File: config.mk
export PLATFORM = sky130hd
export DESIGN_NAME = serial_add_ctrl_flat
export DESIGN_NICKNAME = d
export VERILOG_FILES = /design/src/rtl/serial_add_ctrl_if.sv /design/src/rtl/serial_add_ctrl.sv /design/src/flat_wrapper.sv
export SDC_FILE = /design/constraint.sdc
export NUM_CORES = 1
export LEC_CHECK = 0
export BUFFER_PORTS_ARGS = -buffer_cell sky130_fd_sc_hd__buf_2
export CORE_MARGIN = 1
export CORE_UTILIZATION = 53
export CTS_CLUSTER_DIAMETER = 150
export DETAILED_ROUTE_END_ITERATION = 8
export PLACE_DENSITY_LB_ADDON = 0.12
export SKIP_LAST_GASP = 1
export SLEW_MARGIN = 10
export SYNTH_ARGS = -nofsm -noshare
export SYNTH_HDL_FRONTEND = slang
export SYNTH_SLANG_ARGS = --single-unit
File: constraint.sdc
create_clock -name clk -period 1.7 [get_ports clk]
set_input_delay 0.255 -clock clk [delete_from_list [all_inputs] [get_ports clk]]
set_output_delay 0.255 -clock clk [all_outputs]
set_load 0.02 [all_outputs]
File: src/rtl/serial_add_ctrl_if.sv
// Request/response and full-adder-cell signals of the bit-serial adder controller.
// The slave side is the controller; the master side is the requester plus the adder cell.
interface serial_add_ctrl_if #(
  parameter int unsigned WIDTH = 8
);
  logic             start;
  logic [WIDTH-1:0] op_a;
  logic [WIDTH-1:0] op_b;
  logic             cin;
  logic             busy;
  logic             done;
  logic [WIDTH-1:0] sum;
  logic             cout;
  logic             fa_a;
  logic             fa_b;
  logic             fa_ci;
  logic             fa_s;
  logic             fa_co;

  modport master (
    output start, op_a, op_b, cin, fa_s, fa_co,
    input  busy, done, sum, cout, fa_a, fa_b, fa_ci
  );

  modport slave (
    input  start, op_a, op_b, cin, fa_s, fa_co,
    output busy, done, sum, cout, fa_a, fa_b, fa_ci
  );
endinterface

File: src/rtl/serial_add_ctrl.sv
// Bit-serial adder controller: feeds one external full-adder cell LSB first over WIDTH
// cycles and collects the sum, with a start/busy/done handshake.
module serial_add_ctrl #(
  parameter int unsigned WIDTH = 8
) (
  input  logic               clk,
  input  logic               rst,
  serial_add_ctrl_if.slave   bus_io
);

  localparam int unsigned CntW = (WIDTH > 1) ? $clog2(WIDTH) : 1;
  localparam logic [CntW-1:0] LastCnt = CntW'(WIDTH - 1);

  typedef enum logic [1:0] {StIdle, StRun, StDone} state_e;

  state_e           state_q;
  logic [WIDTH-1:0] a_sh_q;
  logic [WIDTH-1:0] b_sh_q;
  logic [WIDTH-1:0] r_sh_q;
  logic [WIDTH-1:0] sum_q;
  logic [CntW-1:0]  cnt_q;
  logic             carry_q;
  logic             cout_q;
  logic             busy_q;
  logic             done_q;

  always_ff @(posedge clk) begin
    if (rst) begin
      state_q <= StIdle;
      a_sh_q  <= '0;
      b_sh_q  <= '0;
      r_sh_q  <= '0;
      sum_q   <= '0;
      cnt_q   <= '0;
      carry_q <= 1'b0;
      cout_q  <= 1'b0;
      busy_q  <= 1'b0;
      done_q  <= 1'b0;
    end else begin
      unique case (state_q)
        StIdle: begin
          done_q <= 1'b0;
          if (bus_io.start) begin
            a_sh_q  <= bus_io.op_a;
            b_sh_q  <= bus_io.op_b;
            carry_q <= bus_io.cin;
            cnt_q   <= '0;
            busy_q  <= 1'b1;
            state_q <= StRun;
          end
        end
        StRun: begin
          r_sh_q  <= {bus_io.fa_s, r_sh_q[WIDTH-1:1]};
          carry_q <= bus_io.fa_co;
          a_sh_q  <= {1'b0, a_sh_q[WIDTH-1:1]};
          b_sh_q  <= {1'b0, b_sh_q[WIDTH-1:1]};
          cnt_q   <= cnt_q + CntW'(1);
          if (cnt_q == LastCnt) begin
            // Result is published only here, so sum/cout hold across IDLE and new starts.
            sum_q   <= {bus_io.fa_s, r_sh_q[WIDTH-1:1]};
            cout_q  <= bus_io.fa_co;
            busy_q  <= 1'b0;
            done_q  <= 1'b1;
            state_q <= StDone;
          end
        end
        StDone: begin
          done_q  <= 1'b0;
          state_q <= StIdle;
        end
        default: begin
          busy_q  <= 1'b0;
          done_q  <= 1'b0;
          state_q <= StIdle;
        end
      endcase
    end
  end

  // The adder cell only sees operand bits while an operation is running.
  always_comb begin
    bus_io.fa_a  = 1'b0;
    bus_io.fa_b  = 1'b0;
    bus_io.fa_ci = 1'b0;
    if (state_q == StRun) begin
      bus_io.fa_a  = a_sh_q[0];
      bus_io.fa_b  = b_sh_q[0];
      bus_io.fa_ci = carry_q;
    end
  end

  assign bus_io.busy = busy_q;
  assign bus_io.done = done_q;
  assign bus_io.sum  = sum_q;
  assign bus_io.cout = cout_q;

endmodule

File: src/flat_wrapper.sv
// flat-port wrapper written by rule: the top's interface ports become plain ports
module serial_add_ctrl_flat 
#(
  parameter int unsigned WIDTH = 8
)
  (clk, rst, bus_io_start, bus_io_op_a, bus_io_op_b, bus_io_cin, bus_io_fa_s, bus_io_fa_co, bus_io_busy, bus_io_done, bus_io_sum, bus_io_cout, bus_io_fa_a, bus_io_fa_b, bus_io_fa_ci);
  serial_add_ctrl_if #(.WIDTH(WIDTH)) bus_io_i ();
  input  logic clk;
  input  logic rst;
  input wire logic [$bits(bus_io_i.start)-1:0] bus_io_start;
  input wire logic [$bits(bus_io_i.op_a)-1:0] bus_io_op_a;
  input wire logic [$bits(bus_io_i.op_b)-1:0] bus_io_op_b;
  input wire logic [$bits(bus_io_i.cin)-1:0] bus_io_cin;
  input wire logic [$bits(bus_io_i.fa_s)-1:0] bus_io_fa_s;
  input wire logic [$bits(bus_io_i.fa_co)-1:0] bus_io_fa_co;
  output wire logic [$bits(bus_io_i.busy)-1:0] bus_io_busy;
  output wire logic [$bits(bus_io_i.done)-1:0] bus_io_done;
  output wire logic [$bits(bus_io_i.sum)-1:0] bus_io_sum;
  output wire logic [$bits(bus_io_i.cout)-1:0] bus_io_cout;
  output wire logic [$bits(bus_io_i.fa_a)-1:0] bus_io_fa_a;
  output wire logic [$bits(bus_io_i.fa_b)-1:0] bus_io_fa_b;
  output wire logic [$bits(bus_io_i.fa_ci)-1:0] bus_io_fa_ci;
  assign bus_io_i.start = bus_io_start;
  assign bus_io_i.op_a = bus_io_op_a;
  assign bus_io_i.op_b = bus_io_op_b;
  assign bus_io_i.cin = bus_io_cin;
  assign bus_io_i.fa_s = bus_io_fa_s;
  assign bus_io_i.fa_co = bus_io_fa_co;
  assign bus_io_busy = bus_io_i.busy;
  assign bus_io_done = bus_io_i.done;
  assign bus_io_sum = bus_io_i.sum;
  assign bus_io_cout = bus_io_i.cout;
  assign bus_io_fa_a = bus_io_i.fa_a;
  assign bus_io_fa_b = bus_io_i.fa_b;
  assign bus_io_fa_ci = bus_io_i.fa_ci;
  serial_add_ctrl #(.WIDTH(WIDTH)) u_core (.clk(clk), .rst(rst), .bus_io(bus_io_i));
endmodule
Word level (Yosys, flattened, before mapping)
Cells that the tools add are included.
{"block": "totals", "elab_cells": 42, "input_bits": 22, "reg_bits": 41, "out_inout_bits": 14}
{"block": "op_classes", "eq_ne": 5, "reduce_logical": 7, "n_mux": 17, "add_sub_neg": 1, "bitwise_logic": 2}
{"cell": "case mux 8 bit (2 select lines)", "n": 2}
{"cell": "2-to-1 mux 8 bit", "n": 2}
{"cell": "2-to-1 mux 1 bit", "n": 6}
{"cell": "case mux 3 bit (2 select lines)", "n": 1}
{"cell": "AND reduction 2 bit", "n": 3}
{"cell": "2-to-1 mux 2 bit", "n": 2}
{"cell": "case mux 2 bit (2 select lines)", "n": 1}
{"cell": "adder 3 x 1 -> 3 bit, second input constant", "n": 1}
{"cell": "equality test 3 bit, second input constant", "n": 1}
{"cell": "2-to-1 mux 3 bit", "n": 1}
{"cell": "case mux 1 bit (3 select lines)", "n": 1}
{"cell": "AND reduction 3 bit", "n": 1}
{"cell": "equality test 2 x 1 -> 1 bit, second input constant", "n": 1}
{"cell": "equality test 2 bit, second input constant", "n": 1}
{"cell": "zero test 2 bit", "n": 1}
{"cell": "!= test 2 x 1 -> 1 bit, second input constant", "n": 1}
{"cell": "!= test 2 bit, second input constant", "n": 1}
{"cell": "inverter 1 bit", "n": 2}
{"cell": "case mux 1 bit (2 select lines)", "n": 1}
{"cell": "nonzero test 2 bit", "n": 1}
{"cell": "OR reduction 2 bit", "n": 1}

Longest topological paths before layout
{"block": "depth", "depth_word": 3, "ltp_mapped": 6}

Least setup slack after synthesis
No wires, ideal clock.
{"block": "synth_timing", "path_type": "reg-to-reg", "start": "register u_core.cnt_q[0]", "end": "register u_core.sum_q[7] (netlist: u_core.bus_io.sum[7])", "slack_ns": 0.401, "path_buffers": 1, "stages_incl_launch_ff": 7, "arrival_time_ns": 1.155, "period_less_slack_ns": 1.299, "cell_sequence": "dfxtp_1 > ha_1 > ha_1 > and3b_1 > clkbuf_2 > nand2_1 > a21oi_1"}
{"block": "synth_via", "elab_chain_cells": 2}
{"item": "start: declaration", "line_no": "serial_add_ctrl.sv:21", "rtl": "logic [CntW-1:0] cnt_q;"}
{"item": "start signal: assignment", "line_no": "serial_add_ctrl.sv:57", "rtl": "cnt_q <= cnt_q + CntW'(1);"}
{"item": "equality test 3 bit", "line_no": "serial_add_ctrl.sv:58", "rtl": "if (cnt_q == LastCnt) begin"}
{"item": "AND reduction 2 bit (no source line)"}
{"item": "end signal: assignment", "line_no": "serial_add_ctrl.sv:60", "rtl": "sum_q <= {bus_io.fa_s, r_sh_q[WIDTH-1:1]};"}
{"item": "end: declaration", "line_no": "serial_add_ctrl.sv:20", "rtl": "logic [WIDTH-1:0] sum_q;"}
Every way passes these cells.
A chain may end at the register's enable or synchronous reset.

Worst setup path after layout
{"block": "layout_timing", "start": "register u_core.state_q[0]", "end": "output port bus_io_fa_b"}
{"block": "layout_via", "elab_chain_cells": 2}
{"item": "start: declaration", "line_no": "serial_add_ctrl.sv:16", "rtl": "state_e state_q;"}
{"item": "start signal: assignment", "line_no": "serial_add_ctrl.sv:29", "rtl": "state_q <= StIdle;"}
{"item": "start signal: assignment", "line_no": "serial_add_ctrl.sv:49", "rtl": "state_q <= StRun;"}
{"item": "start signal: assignment", "line_no": "serial_add_ctrl.sv:64", "rtl": "state_q <= StDone;"}
{"item": "equality test 2 x 1 -> 1 bit", "line_no": "serial_add_ctrl.sv:85", "rtl": "if (state_q == StRun) begin"}
{"item": "2-to-1 mux 1 bit", "line_no": "serial_add_ctrl.sv:85"}
{"item": "end: declaration", "line_no": "flat_wrapper.sv:21", "rtl": "output wire logic [$bits(bus_io_i.fa_b)-1:0] bus_io_fa_b;"}
Every way passes these cells.

==> metrics.yaml <==
clock_network:
  cts_tree: "built"
  cts_hold_buffers: 0
  clk_pin_slew_worst_paths_ns: 0.11
  root_buffer: "clkbuf_4"
  post_cts_buffers: 0
  cts-buffers-inserted: 5
  clkLatencyLatePin_ns: 0.35
  clockBufferDepth: 2
  cts_sinks: 40
  htree_num_levels: 2
placed_design:
  gp_congestion: 0.701
  dp_hpwl_um: 2260
  placedCellCount: 251
  numPortBuffers: 35
  dp_slack_ns: 0.245
timing:
  fin_crit_ns: 1.60
  worst_pin_slew_ns: 0.476
  hold_viol: 0
  fin_ws_ns: 0.0995
  slew_violations: 0
  rsz0062_at_grt: "no"
  max_freq_mhz: 625
  setup_viol: 0
  fin_skew_ns: 0.0114
  whs_ns: 0.145
  slew_headroom_pct: 68.2
  setup_tns_ns: 0
  finalCritPeriodShare_pct: 94.1
drt:
  drtPass1Iterations: 4
  wl_um: 3200
  drc: 0
  drt_iter0_markers: 39
  ant_nets: 0
  via_count: 1361
  viasPerCell: 5.25
  wire_per_inst_um: 12.3
worst_setup_path:
  worstPathRequired_ns: 1.44
  worstPathArrival_ns: 1.35
  crit_chain: "and2b_1 > and2_1 > buf_2"
  crit_type: "reg2out"
  worstRegToRegCells: 5
  rr_startpoint: "u_core.cnt_q[0]"
  r2r_end: "u_core.bus_io.sum[0]"
  crit_fanout: 11
  crit_path_start_kind: "register"
  critPathSlowestCell: "dfxtp_2"
  end_kind: "output port"
  rrSetupSlack_ns: 0.22
  cpPeakStageDelay_ns: 0.45
pwr:
  irDropWorstVdd_mv: 0.663
  seq_power_share_pct: 52.1
  p_sw_share_pct: 24.0
  pwr-share-comb_pct: 12.5
  pwr-share-clk_pct: 35.4
  power.density_nw_per_um2: 977
  p_sw_uw: 468
  p_leak_nw: 0.805
  internal-power_mw: 1.48
cells_and_area:
  diodes: 0
  nFillCells: 283
  seq_area_um2: 806
  area_growth_pct: 15.2
  finish.utilization_pct: 64.8
  drive_gt1_share_pct: 33.0
  nets: 238
  multi_input_area_um2: 827
  instances_no_fill: 259
hold_path:
  hold-path-endpoint: "u_core.bus_io.cout"
  min_from: "bus_io_fa_co"
  min_path_cells: 3
  hold_path.class: "in2reg"
synth:
  netlist_area_um2: 1730
  ys_async_sr_fraction_pct: 0
  ys_ff_latch: 40
  synth_common_cells: "40 x dfxtp_1, 33 x nand2_1, 19 x a21oi_1, 19 x nor2_1"
  synth_nets: 206
  yosysTopAreaCell: "dfxtp_1"
  synth_cell_types: 29
  post-synth-top-area-fraction_pct: 46.2
  yosysWarningCount: 0
  synthTopCellsByArea: "dfxtp_1 46%, a211oi_2 11%, mux2i_1 8.7%, nand2_1 7.2%, a21oi_1 5.5%"
  synth_cells: 182
  ys_seq_area_share_pct: 46.2
  syn_avg_cell_area_um2: 9.51
  synth_edf_count: 0
  ys.flop_type: "dfxtp_1"
  yosysMostFrequentCell: "dfxtp_1"
die:
  num_rows: 20
  core_um2: 3080
  fp.dieW_um: 59.2
  initial_core_util_pct: 56.3
  ios: 36
  fp.dieArea_um2: 3500
  die_h_um: 59.2
global_route:
  grt_max_degree: 32
  grt_pass1_wl_um: 5400
  grt.overflow.total: 0
  grtUsageTotal_pct: 21.1
  antenna_found_initial: 0
  grt_pass1_vias: 1202
status:
  status: "completed"
run:
  maxCapViolCount: 0
## cells in the final DEF, fill, tap and decap left out, types with 3 or more instances in the layout
cell      netlist  layout
nor2_2          4       4
nand2_1        33      33
a211oi_2       15      15
nor2_1         19      19
buf_4           5       4
mux2i_1        15      15
a21oi_1        19      19
and2_1          3       3
buf_2           1      35
dfxtp_1        40      38
clkbuf_4        0       5
## what timing repair did
action                     in CTS  in global routing
gates cloned                    0                  0
gates resized for setup         2                  1
setup endpoints to repair       3                  2
## how the worst max path moves through the flow
stage          slack (ns)                    to              start
2_1_floorplan        0.40  u_core.bus_io.sum[7]    u_core.cnt_q[0]
4_1_cts              0.07           bus_io_fa_b  u_core.state_q[1]
3_5_place_dp         0.25      u_core.a_sh_q[2]  u_core.state_q[0]
6_report              0.1           bus_io_fa_b  u_core.state_q[0]
5_1_grt              0.02           bus_io_fa_a  u_core.state_q[0]
3_3_place_gp         0.29  u_core.bus_io.sum[5]    u_core.cnt_q[0]
## per-layer routing
metal  GRT usage, %  up-vias  part of all wire [%]
met2           32.3       27                    46
li1               -      689                     -
met1           26.8      640                    48
met3           7.21        5                   4.0
met4           9.18        0                   1.6
met5              0        -                     0
## worst max-delay path: cells and delay by family (launching register included)
| kind | cells | cell delay [ns] |
|---|---|---|
| AND/OR/NAND/NOR | 2 | 0.40 |
| buffers and inverters | 1 | 0.16 |
| flip-flops | 1 | 0.45 |
## through the flow
stage                     power (mW)  instance area (um^2)
after global placement          1.27                  1900
after floorplan                 1.23                  1730
after CTS                       1.96                  1990
after detailed placement        1.28                  1900
final                           1.95                  2000
after global routing            2.04                  2000
## registers in the layout (all words and copies together), names as in the netlist
register            count
u_core.carry_q          1
u_core.r_sh_q           7
u_core.bus_io.cout      1
u_core.bus_io.done      1
u_core.bus_io.sum       8
u_core.bus_io.busy      1
u_core.a_sh_q           8
u_core.state_q          2
u_core.cnt_q            3
u_core.b_sh_q           8
## final cells by class
cell class,count,area share (%)
multi-input combinational,126,41.4
sequential,40,40.4
timing repair buffer,39,10.3
clock buffer,7,3.26
tap,44,2.76
clock inverter,1,1.50
inverter,2,0.376
## logic make-up (layout without fill, tap and decap cells)
group / Yosys count / in the layout / share of synthesized area (%)
multiplexers: 15 / 15 / 8.67
buffers and inverters: 16 / 49 / 6.00
AND/OR/NAND/NOR: 67 / 67 / 17.2
adder cells (fa/ha/maj): 2 / 2 / 1.44
AO/OA/AOI/OAI: 42 / 42 / 20.4
flip-flops: 40 / 40 / 46.2
## power by group through the flow
stage                     Combinational, mW  Clock [mW]  Sequential [mW]
after floorplan                       0.199           0             1.03
after global placement                0.235           0             1.04
after detailed placement              0.246           0             1.04
after CTS                             0.246       0.701             1.02
after global routing                  0.268       0.746             1.02
final                                 0.244       0.689             1.02
(Power assumes the default switching activity.)
